### src/rtl/vga_timing_generator.sv
// Raster timing source: free-running pixel/line counters with combinational
// decodes for sync, active video, saturated coordinates and end-of-frame strobe.
module vga_timing_generator #(
  parameter int WIDTH   = 640,
  parameter int HEIGHT  = 480,
  parameter int H_FRONT = 16,
  parameter int H_SYNC  = 96,
  parameter int H_BACK  = 48,
  parameter int V_FRONT = 10,
  parameter int V_SYNC  = 2,
  parameter int V_BACK  = 33
) (
  input  logic       clk25,
  input  logic       reset,
  output logic       screenEnd,
  output logic       active,
  output logic       hSync,
  output logic       vSync,
  output logic [9:0] x,
  output logic [8:0] y
);

  localparam logic [9:0] H_ACT     = 10'(WIDTH);
  localparam logic [9:0] H_SYNC_LO = 10'(WIDTH + H_FRONT);
  localparam logic [9:0] H_SYNC_HI = 10'(WIDTH + H_FRONT + H_SYNC);
  localparam logic [9:0] H_LAST    = 10'(WIDTH + H_FRONT + H_SYNC + H_BACK - 1);
  localparam logic [9:0] V_ACT     = 10'(HEIGHT);
  localparam logic [9:0] V_SYNC_LO = 10'(HEIGHT + V_FRONT);
  localparam logic [9:0] V_SYNC_HI = 10'(HEIGHT + V_FRONT + V_SYNC);
  localparam logic [9:0] V_LAST    = 10'(HEIGHT + V_FRONT + V_SYNC + V_BACK - 1);
  localparam logic [9:0] X_MAX     = 10'(WIDTH - 1);
  localparam logic [8:0] Y_MAX     = 9'(HEIGHT - 1);

  logic [9:0] h_count;
  logic [9:0] v_count;

  always_ff @(posedge clk25) begin
    if (reset) begin
      h_count <= '0;
      v_count <= '0;
    end else if (h_count == H_LAST) begin
      h_count <= '0;
      v_count <= (v_count == V_LAST) ? '0 : v_count + 10'd1;
    end else begin
      h_count <= h_count + 10'd1;
    end
  end

  // All outputs decode the counters directly, so they track the count with no pipeline delay.
  always_comb begin
    active    = (h_count < H_ACT) && (v_count < V_ACT);
    hSync     = !((h_count >= H_SYNC_LO) && (h_count < H_SYNC_HI));
    vSync     = !((v_count >= V_SYNC_LO) && (v_count < V_SYNC_HI));
    screenEnd = (h_count == 10'd0) && (v_count == V_ACT);
    x         = (h_count < H_ACT) ? h_count : X_MAX;
    y         = (v_count < V_ACT) ? v_count[8:0] : Y_MAX;
  end

endmodule

### config.mk
export PLATFORM = sky130hd
export DESIGN_NAME = vga_timing_generator
export DESIGN_NICKNAME = d
export VERILOG_FILES = /design/src/rtl/vga_timing_generator.sv
export SDC_FILE = /design/constraint.sdc
export NUM_CORES = 1
export LEC_CHECK = 0
export ABC_AREA = 1
export BUFFER_PORTS_ARGS = -buffer_cell sky130_fd_sc_hd__clkbuf_2
export CELL_PAD_IN_SITES_DETAIL_PLACEMENT = 0
export CELL_PAD_IN_SITES_GLOBAL_PLACEMENT = 2
export CORE_MARGIN = 1
export CORE_UTILIZATION = 29
export DETAILED_ROUTE_END_ITERATION = 6
export MAX_ROUTING_LAYER = met4
export PLACE_DENSITY = 0.83
export RECOVER_POWER = 100
export SLEW_MARGIN = 20
export SYNTH_ARGS = -nofsm -noshare
export SYNTH_HDL_FRONTEND = slang
export SYNTH_SLANG_ARGS = --single-unit
### constraint.sdc
create_clock -name clk25 -period 1.55 [get_ports clk25]
set_input_delay 0.2325 -clock clk25 [delete_from_list [all_inputs] [get_ports clk25]]
set_output_delay 0.2325 -clock clk25 [all_outputs]
set_load 0.01 [all_outputs]
Yosys cells after proc, flatten, opt, wreduce, memory -nomap -nowiden
Index checks and enable logic that the tools add are counted.

word-level totals
  bits in registers = 20
  bits of input ports = 2
  output and inout bits = 23
  logic and storage cells = 24

cells by class
  add/subtract/negate cells = 2
  magnitude comparators = 6
  equality and inequality tests = 3
  multiplexer cells = 3
  reductions and logical operators = 8

operator list
  operator                                                             count
  adder 10 x 1 -> 10 bit (second input constant)                       2
  equality test 10 bit (second input constant)                         2
  less-than comparator 10 bit (second input constant)                  2
  less-than comparator 10 x 9 -> 1 bit (second input constant)         2
  2-to-1 mux 10 bit                                                    2
  equality test 10 x 9 -> 1 bit (second input constant)                1
  greater-or-equal comparator 10 bit (second input constant)           1
  greater-or-equal comparator 10 x 9 -> 1 bit (second input constant)  1
  logical NOT 10 bit                                                   1
  2-to-1 mux 9 bit                                                     1
  logical AND 1 bit                                                    4
  logical NOT 1 bit                                                    2
  OR reduction 2 bit                                                   1

Longest topological paths before layout
Gate-level depths: netlist of the first run.

  word-level depth = 3
  depth in mapped cells = 9
  depth with buffers taken out = 9

Worst setup path before layout of the first run
OpenSTA, ideal clock, no wires.

  kind = reg2reg
  start point = register h_count[0]
  end point = register v_count[7]
  setup time = 0.115 ns
  arrival = 1.197 ns
  data required time = 1.435 ns
  path slack = 0.238 ns
  cell stages (with the launch flop) = 9
  path buffers = 0
  period minus slack after synthesis = 1.312 ns
  cell sequence = dfxtp_1 > ha_1 > nand2_2 > nor2_8 > nand3_4 > nand2_8 > nand2_8 > nand2_1 > nor2_1

on the way
  word-level cells in the longest chain between the ends = 1

ends and longest elaborated chain
  what                      RTL line  RTL
  start: declaration        34        logic [9:0] h_count;
  start signal: assignment  45        h_count <= h_count + 10'd1;
  equality test 10 bit      41        end else if (h_count == H_LAST) begin
  end signal: assignment    43        v_count <= (v_count == V_LAST) ? '0 : v_count + 10'd1;
  end: declaration          35        logic [9:0] v_count;

No other way between the ends.
A chain may end at the register's enable or synchronous reset.

Worst setup path in the final report of the first run
  start point = register v_count[0]
  end point = output port vSync

on the way
  word-level cells in the longest chain between the ends = 3
  elaborated cells between the ends (all ways) = 4
  those cells by class = order compare: 2; reduce/logical: 2

ends and longest elaborated chain
  what                                                                                                 RTL line  RTL
  greater-or-equal comparator 10 x 9 -> 1 bit or less-than comparator 10 x 9 -> 1 bit (tied branches)  53        vSync = !((v_count >= V_SYNC_LO) && (v_count < V_SYNC_HI));
  logical AND 1 bit (*)                                                                                53
  logical NOT 1 bit (*)                                                                                53
  end: declaration                                                                                     18        output logic vSync,

Mark *: on every way between the ends. The rest lies on a longest branch, timed or not.

==> results of run 1 <==
[cell usage in the layout, fill, tap and decap left out, drive strengths merged]
master / Yosys / final
a21oi: 3 / 3
buf: 1 / 40
bufinv: 0 / 1
clkbuf: 1 / 11
clkinv: 1 / 1
dfxtp: 20 / 20
ha: 5 / 5
inv: 38 / 38
nand2: 65 / 65
nand3: 15 / 15
nand3b: 1 / 1
nand4: 6 / 6
nor2: 42 / 42
nor3: 6 / 6
nor3b: 2 / 2
o21ai: 6 / 6
or2: 1 / 1
xor2: 3 / 3
[path summary, 6_finish.rpt]
path,start,end,slack [ns]
max,v_count[0]$_SDFFE_PP0N_,vSync,-0.04
min,reset,v_count[6]$_SDFFE_PP0N_,0.15
max reg2reg,h_count[7]$_SDFF_PP0_,v_count[4]$_SDFFE_PP0N_,0.14
min reg2reg,h_count[0]$_SDFF_PP0_,h_count[0]$_SDFF_PP0_,0.56
[through the flow]
step / setup TNS (ns) / util, % / total power, µW
finish: -0.117 / 45.2 / 1140
global route: -1.71 / 45.2 / 1190
CTS: -0.323 / 41.6 / 1150
detailed placement: 0 / 36.9 / 606
global placement: 0 / 36.9 / 606
floorplan: 0 / - / 579
[area by class of cell]
cell class                 instances  area, µm²
fill                             496       2450
multi-input combinational        155        945
clock buffer                       3       41.3
clock inverter                     1       30.0
inverter                          39        166
tap                               52       65.1
timing repair buffer              48        352
sequential                        20        424
[synthesized netlist by cell type (all sizes together)]
cell type  instances
nand2             65
nor3               6
inv               38
nor2              42
a21oi              3
clkbuf             1
buf                1
xor2               3
nand4              6
nand3             15
clkinv             1
o21ai              6
dfxtp             20
nor3b              2
nand3b             1
or2                1
ha                 5
[layer usage]
| metal | routed length (µm) | up-vias | GRT usage (%) |
|---|---|---|---|
| met5 | 0 | - | - |
| met3 | 123 | 7 | 2.99 |
| met4 | 51 | 0 | 4.22 |
| met1 | 1870 | 671 | 21.2 |
| met2 | 1840 | 23 | 26.9 |
| li1 | - | 763 | - |
[logic make-up (layout without fill, tap and decap cells)]
family	count (synthesis)	count (layout)	share of synthesized area [%]
AOI/OAI and AO/OA	9	9	3.54
adders and majority gates	5	5	4.54
xor gates and xnor gates	3	3	1.91
DFF	20	20	29.1
and+or+nand+nor	138	138	49.3
buffers and inverters	41	91	11.6
[critical path, delay by kind of cell, from the launching register on]
kind	cells	cell delay, ns
adders and majority gates	1	0.11
buffers and inverters	3	0.33
DFF	1	0.33
and+or+nand+nor	3	0.31
[report_power, final]
group	total (µW)	internal, µW	switching (µW)
Combinational	79.9	37.1	42.7
Clock	539	345	194
Sequential	522	514	8.50
Total	1140	896	245
[registers in the layout, summed over array words and instances, names as in the netlist]
| register | count |
|---|---|
| v_count | 10 |
| h_count | 10 |
[timing repair]
item | CTS | global route
setup endpoints to repair | 20 | 31
pin swaps | 7 | 14
setup buffers | 9 | 5
gates cloned | 0 | 0
gates resized for setup | 29 | 50
==> summary.md, run 1 <==
| Metric | Value |
|---|---|
| Status | `complete, but fails checks` |
| Failing checks | `setup timing` |
| Pre-Repair DR Iteration Count | `6` |
| Vias in the first global route | `1386` |
| Fin crit share | `102%` |
| Min cycle time layout | `1.59 ns` |
| Yosys top cell area share | `29.1%` |
| Clk Latency, worst-skew pair | `0.27 ns` |
| Non-Filler Instances | `318` |
| RSZ-0062 raised after global routing | `true` |
| Worst hold slack | `0.147 ns` |
| Layout area overhead | `46.9%` |
| Power Density | `564 nW/µm²` |
| Largest cells by area after synthesis | `dfxtp_1 (29%), nand2_1 (16%), nor2_1 (9.5%)` |
| Largest net degree at the start of global routing | `13` |
| Dpl ws | `0.0632 ns` |
| Pins over their slew limit | `0` |
| CP arrival | `1.35 ns` |
| Placed cells | `301` |
| Worst-path clk slew | `0.08 ns` |
| Sequential area share after synthesis | `29.1%` |
| Leak | `0.00104 µW` |
| Cell count of the worst reg-to-reg path | `9` |
| Total global routing overflow | `0` |
| Initial antenna violation count | `0` |
| Starting Density | `30.8%` |
| Die Height | `70.9 µm` |
| Worst path cell trace | `inv_2, buf_6, ha_4, nor2_2, nor3_2, nand4_1, buf_2` |
| Placed instance area | `1650 µm²` |
| Die area | `5030 µm²` |
| Setup violators final | `6` |
| Crit path max-delay cell type | `dfxtp_2` |
| Synth area leader | `dfxtp_1` |
| Sink Count | `20` |
| Share of cells above drive strength 1 | `42.1%` |
| Syn Nets | `223` |
| Slew headroom | `79.2%` |
| Cell Rows | `24` |
| GRT Total Usage | `16.6%` |
| Library cells used by synthesis | `28` |
| Antenna cells | `0` |
| CP Class | `flip-flop to primary output` |
| HP Class | `input pin to flip-flop` |
| CTS tree | `yes` |
| Peak supply drop | `0.434 mV` |
| Crit path required time | `1.32 ns` |
| CP Capture Type | `primary output` |
| Routed WL | `3890 µm` |
| Via density | `4.60` |
| CTS Buf Count | `3` |
| Std-Cell Core Area | `4470 µm²` |
| CP max stage delay | `0.33 ns` |
| Residual DRC | `0` |
| Die Width | `70.9 µm` |
| Hold Fails Final Rpt | `0` |
| Worst setup margin | `-0.0362 ns` |
| FF+latch count, synth | `20` |
| CP Launch Type | `flip-flop` |
| # nets final | `274` |
| Final Skew | `0.00438 ns` |
| Dpl hpwl | `2900 µm` |
| Mapped cell area | `1380 µm²` |
| Global placement routability congestion | `0.814` |
| Synth warn | `0` |
| I/O Buffers | `24` |
| First-pass GRT wire length | `6380 µm` |
| Root Driver | `clkbuf_8` |
| CP Max Fanout | `3` |
| Longest Clk Path Bufs | `2` |
| Hold Path Depth | `2` |
| Initial DRC count | `57` |
| H-tree levels | `1` |
| Vias | `1464` |
| Syn avg cell area | `6.38 µm²` |
| IO Count | `25` |
| DR WL/cell | `12.2 µm` |
| Post-CTS Hold Buffers | `0` |
| Design Area, Final | `2020 µm²` |
| Synth Instances | `216` |
| Max Fclk | `0.630 GHz` |
| Maxcap violations | `0` |
| Tightest Pin Transition | `0.310 ns` |
| Post-route ant nets | `0` |
Power figures use the tool's default switching activity.
==> inputs of run 2 (changes only) <==
--- a/config.mk
+++ b/config.mk
@@ -10,11 +10,13 @@
 export CELL_PAD_IN_SITES_DETAIL_PLACEMENT = 0
 export CELL_PAD_IN_SITES_GLOBAL_PLACEMENT = 2
 export CORE_MARGIN = 1
-export CORE_UTILIZATION = 29
+export CORE_UTILIZATION = 31
 export DETAILED_ROUTE_END_ITERATION = 6
+export GPL_ROUTABILITY_DRIVEN = 0
 export MAX_ROUTING_LAYER = met4
-export PLACE_DENSITY = 0.83
+export PLACE_DENSITY = 0.88
 export RECOVER_POWER = 100
+export SKIP_LAST_GASP = 1
 export SLEW_MARGIN = 20
 export SYNTH_ARGS = -nofsm -noshare
 export SYNTH_HDL_FRONTEND = slang
==> constraint.sdc (replaced) <==
create_clock -name clk25 -period 1.9 [get_ports clk25]
set_input_delay 0.285 -clock clk25 [delete_from_list [all_inputs] [get_ports clk25]]
set_output_delay 0.285 -clock clk25 [all_outputs]
set_load 0.01 [all_outputs]
==> summary.md, run 2 (same netlist as run 1, synthesis figures left out) <==
| Metric | Value |
|---|---|
| Peak supply drop | `0.220 mV` |
| Hold Fails Final Rpt | `0` |
| Pre-Repair DR Iteration Count | `4` |
| # nets final | `253` |
| Slew headroom | `74.7%` |
| Dpl ws | `0.284 ns` |
| Max Fclk | `0.561 GHz` |
| Post-CTS Hold Buffers | `0` |
| Clk Latency, worst-skew pair | `0.26 ns` |
| Commonest non-fill, non-tap cell in the layout | `nand2_1` |
| Worst-path clk slew | `0.08 ns` |
| Origin of the worst min-delay path | `reset` |
| Pins over their slew limit | `0` |
| CP Max Fanout | `4` |
| Hold EP | `v_count[8]$_SDFFE_PP0N_` |
| Initial DRC count | `33` |
| R2R Path Start | `h_count[0]$_SDFF_PP0_` |
| Setup violators final | `0` |
| Final Skew | `0.00283 ns` |
| Worst setup margin | `0.119 ns` |
| Total global routing overflow | `0` |
| CP Capture Type | `primary output` |
| GRT Total Usage | `16.2%` |
| FF+latch area | `403 µm²` |
| Std-Cell Core Area | `4140 µm²` |
| Met3 GRT Util | `2.47%` |
| Via density | `4.52` |
| Die Width | `68.7 µm` |
| Placed cells | `289` |
| CP max stage delay | `0.38 ns` |
| Share of cells above drive strength 1 | `19.6%` |
| Min cycle time layout | `1.78 ns` |
| Fin crit share | `93.8%` |
| Crit path required time | `1.62 ns` |
| First-pass GRT wire length | `5420 µm` |
| Reg-to-reg endpoint | `v_count[3]$_SDFFE_PP0N_` |
| Multi-input logic area | `822 µm²` |
| HP Class | `input pin to flip-flop` |
| CTS Buf Count | `3` |
| CTS tree | `yes` |
| Die Height | `68.7 µm` |
| Status | `completed` |
| Non-Filler Instances | `295` |
| IO Count | `25` |
| Starting Density | `33.2%` |
| Met2 Track Usage GR | `22.1%` |
| Power Density | `504 nW/µm²` |
| Cell Rows | `23` |
| Initial antenna violation count | `0` |
| Worst path cell trace | `nand2_1, nor3_4, buf_4, nand4_1, nor3_1, clkbuf_2` |
| Vias | `1333` |
| Most Used Layer, Global Route | `met1` |
| Routed WL | `3340 µm` |
| Residual DRC | `0` |
| CP Launch Type | `flip-flop` |
| Dpl hpwl | `2620 µm` |
| Largest net degree at the start of global routing | `12` |
| Met1 GRT Util | `24.2%` |
| Die area | `4710 µm²` |
| Cell count of the worst reg-to-reg path | `8` |
| I/O Buffers | `24` |
| CP arrival | `1.50 ns` |
| DR WL/cell | `11.3 µm` |
| Vias in the first global route | `1133` |
| Longest Clk Path Bufs | `2` |
| Reg2reg setup slack | `0.24 ns` |
| Leak | `0.000838 µW` |
| CP Class | `flip-flop to primary output` |
| H-tree levels | `1` |
| Antenna cells | `0` |
| Sink Count | `20` |
| Post-route ant nets | `0` |
| Fill cells | `491` |
| Maxcap violations | `0` |
| Crit path max-delay cell type | `dfxtp_1` |
| Tightest Pin Transition | `0.377 ns` |
| Top flop regs | `h_count: 10 flops, v_count: 10 flops` |
| Hold Path Depth | `2` |
| Root Driver | `clkbuf_8` |
| Layout area overhead | `17.7%` |
| Most frequent cells in the layout | `nand2_1 (60), nor2_1 (35), inv_1 (31), dfxtp_1 (18), clkbuf_2 (15)` |
-- run 2: changes by cell type in the layout (fill, tap and decap cells not counted), sizes merged --
cell / before / now
bufinv: 1 / 0
clkinvlp: 0 / 1
buf: 40 / 3
clkinv: 1 / 0
clkbuf: 11 / 28
-- run 2: layout make-up --
| class | instances | share of cell area (%) |
|---|---|---|
| inverter | 39 | 9.10 |
| tap | 50 | 3.86 |
| timing repair buffer | 27 | 8.10 |
| multi-input combinational | 155 | 50.7 |
| clock buffer | 4 | 3.40 |
| sequential | 20 | 24.8 |
-- run 2: power by group --
group / internal [µW] / leakage, µW / total (µW) / switching, µW
combinational: 15.8 / 0.000647 / 43.3 / 27.6
clock: 185 / 0.0000288 / 345 / 160
sequential: 424 / 0.000163 / 429 / 5.27
-- run 2: worst max path at each step --
stage	startpoint	depth (start not counted)	endpoint
after CTS	v_count[7]$_SDFFE_PP0N_	8	y[5]
after global routing	v_count[8]$_SDFFE_PP0N_	8	y[5]
after floorplan	h_count[9]$_SDFF_PP0_	5	x[2]
after global placement	v_count[7]$_SDFFE_PP0N_	7	y[0]
after detailed placement	v_count[7]$_SDFFE_PP0N_	8	y[5]
final	v_count[8]$_SDFFE_PP0N_	6	screenEnd
-- run 2: routing by layer --
layer,vias to the layer above,part of all wire (%)
met1,583,55
met4,0,1.3
li1,722,-
met3,5,2.8
met2,23,41
met5,-,0
-- run 2: stage by stage --
step | util, % | total power, µW | hold slack, ns | TNS (ns) | cell area [µm²]
after floorplan | - | 472 | 0.354 | 0 | 1380
after global placement | 37.6 | 487 | 0.439 | 0 | 1560
after detailed placement | 37.6 | 486 | 0.446 | 0 | 1560
after CTS | 39.1 | 826 | 0.204 | 0 | 1620
after global routing | 39.1 | 846 | 0.213 | -0.00996 | 1620
final | 39.1 | 817 | 0.206 | 0 | 1620
-- run 2: critical path: cells and delay by family (launching register included) --
family	cells	cell delay, ns
simple gates	4	0.53
buf+inv	2	0.31
flops	1	0.38
-- run 2: what timing repair did --
item,CTS,global route
hold endpoints to repair,0,0
pin swaps,0,2
buffers inserted,0,2
resized for setup,1,3
endpoints found under the setup margin,1,12
cloned,0,0
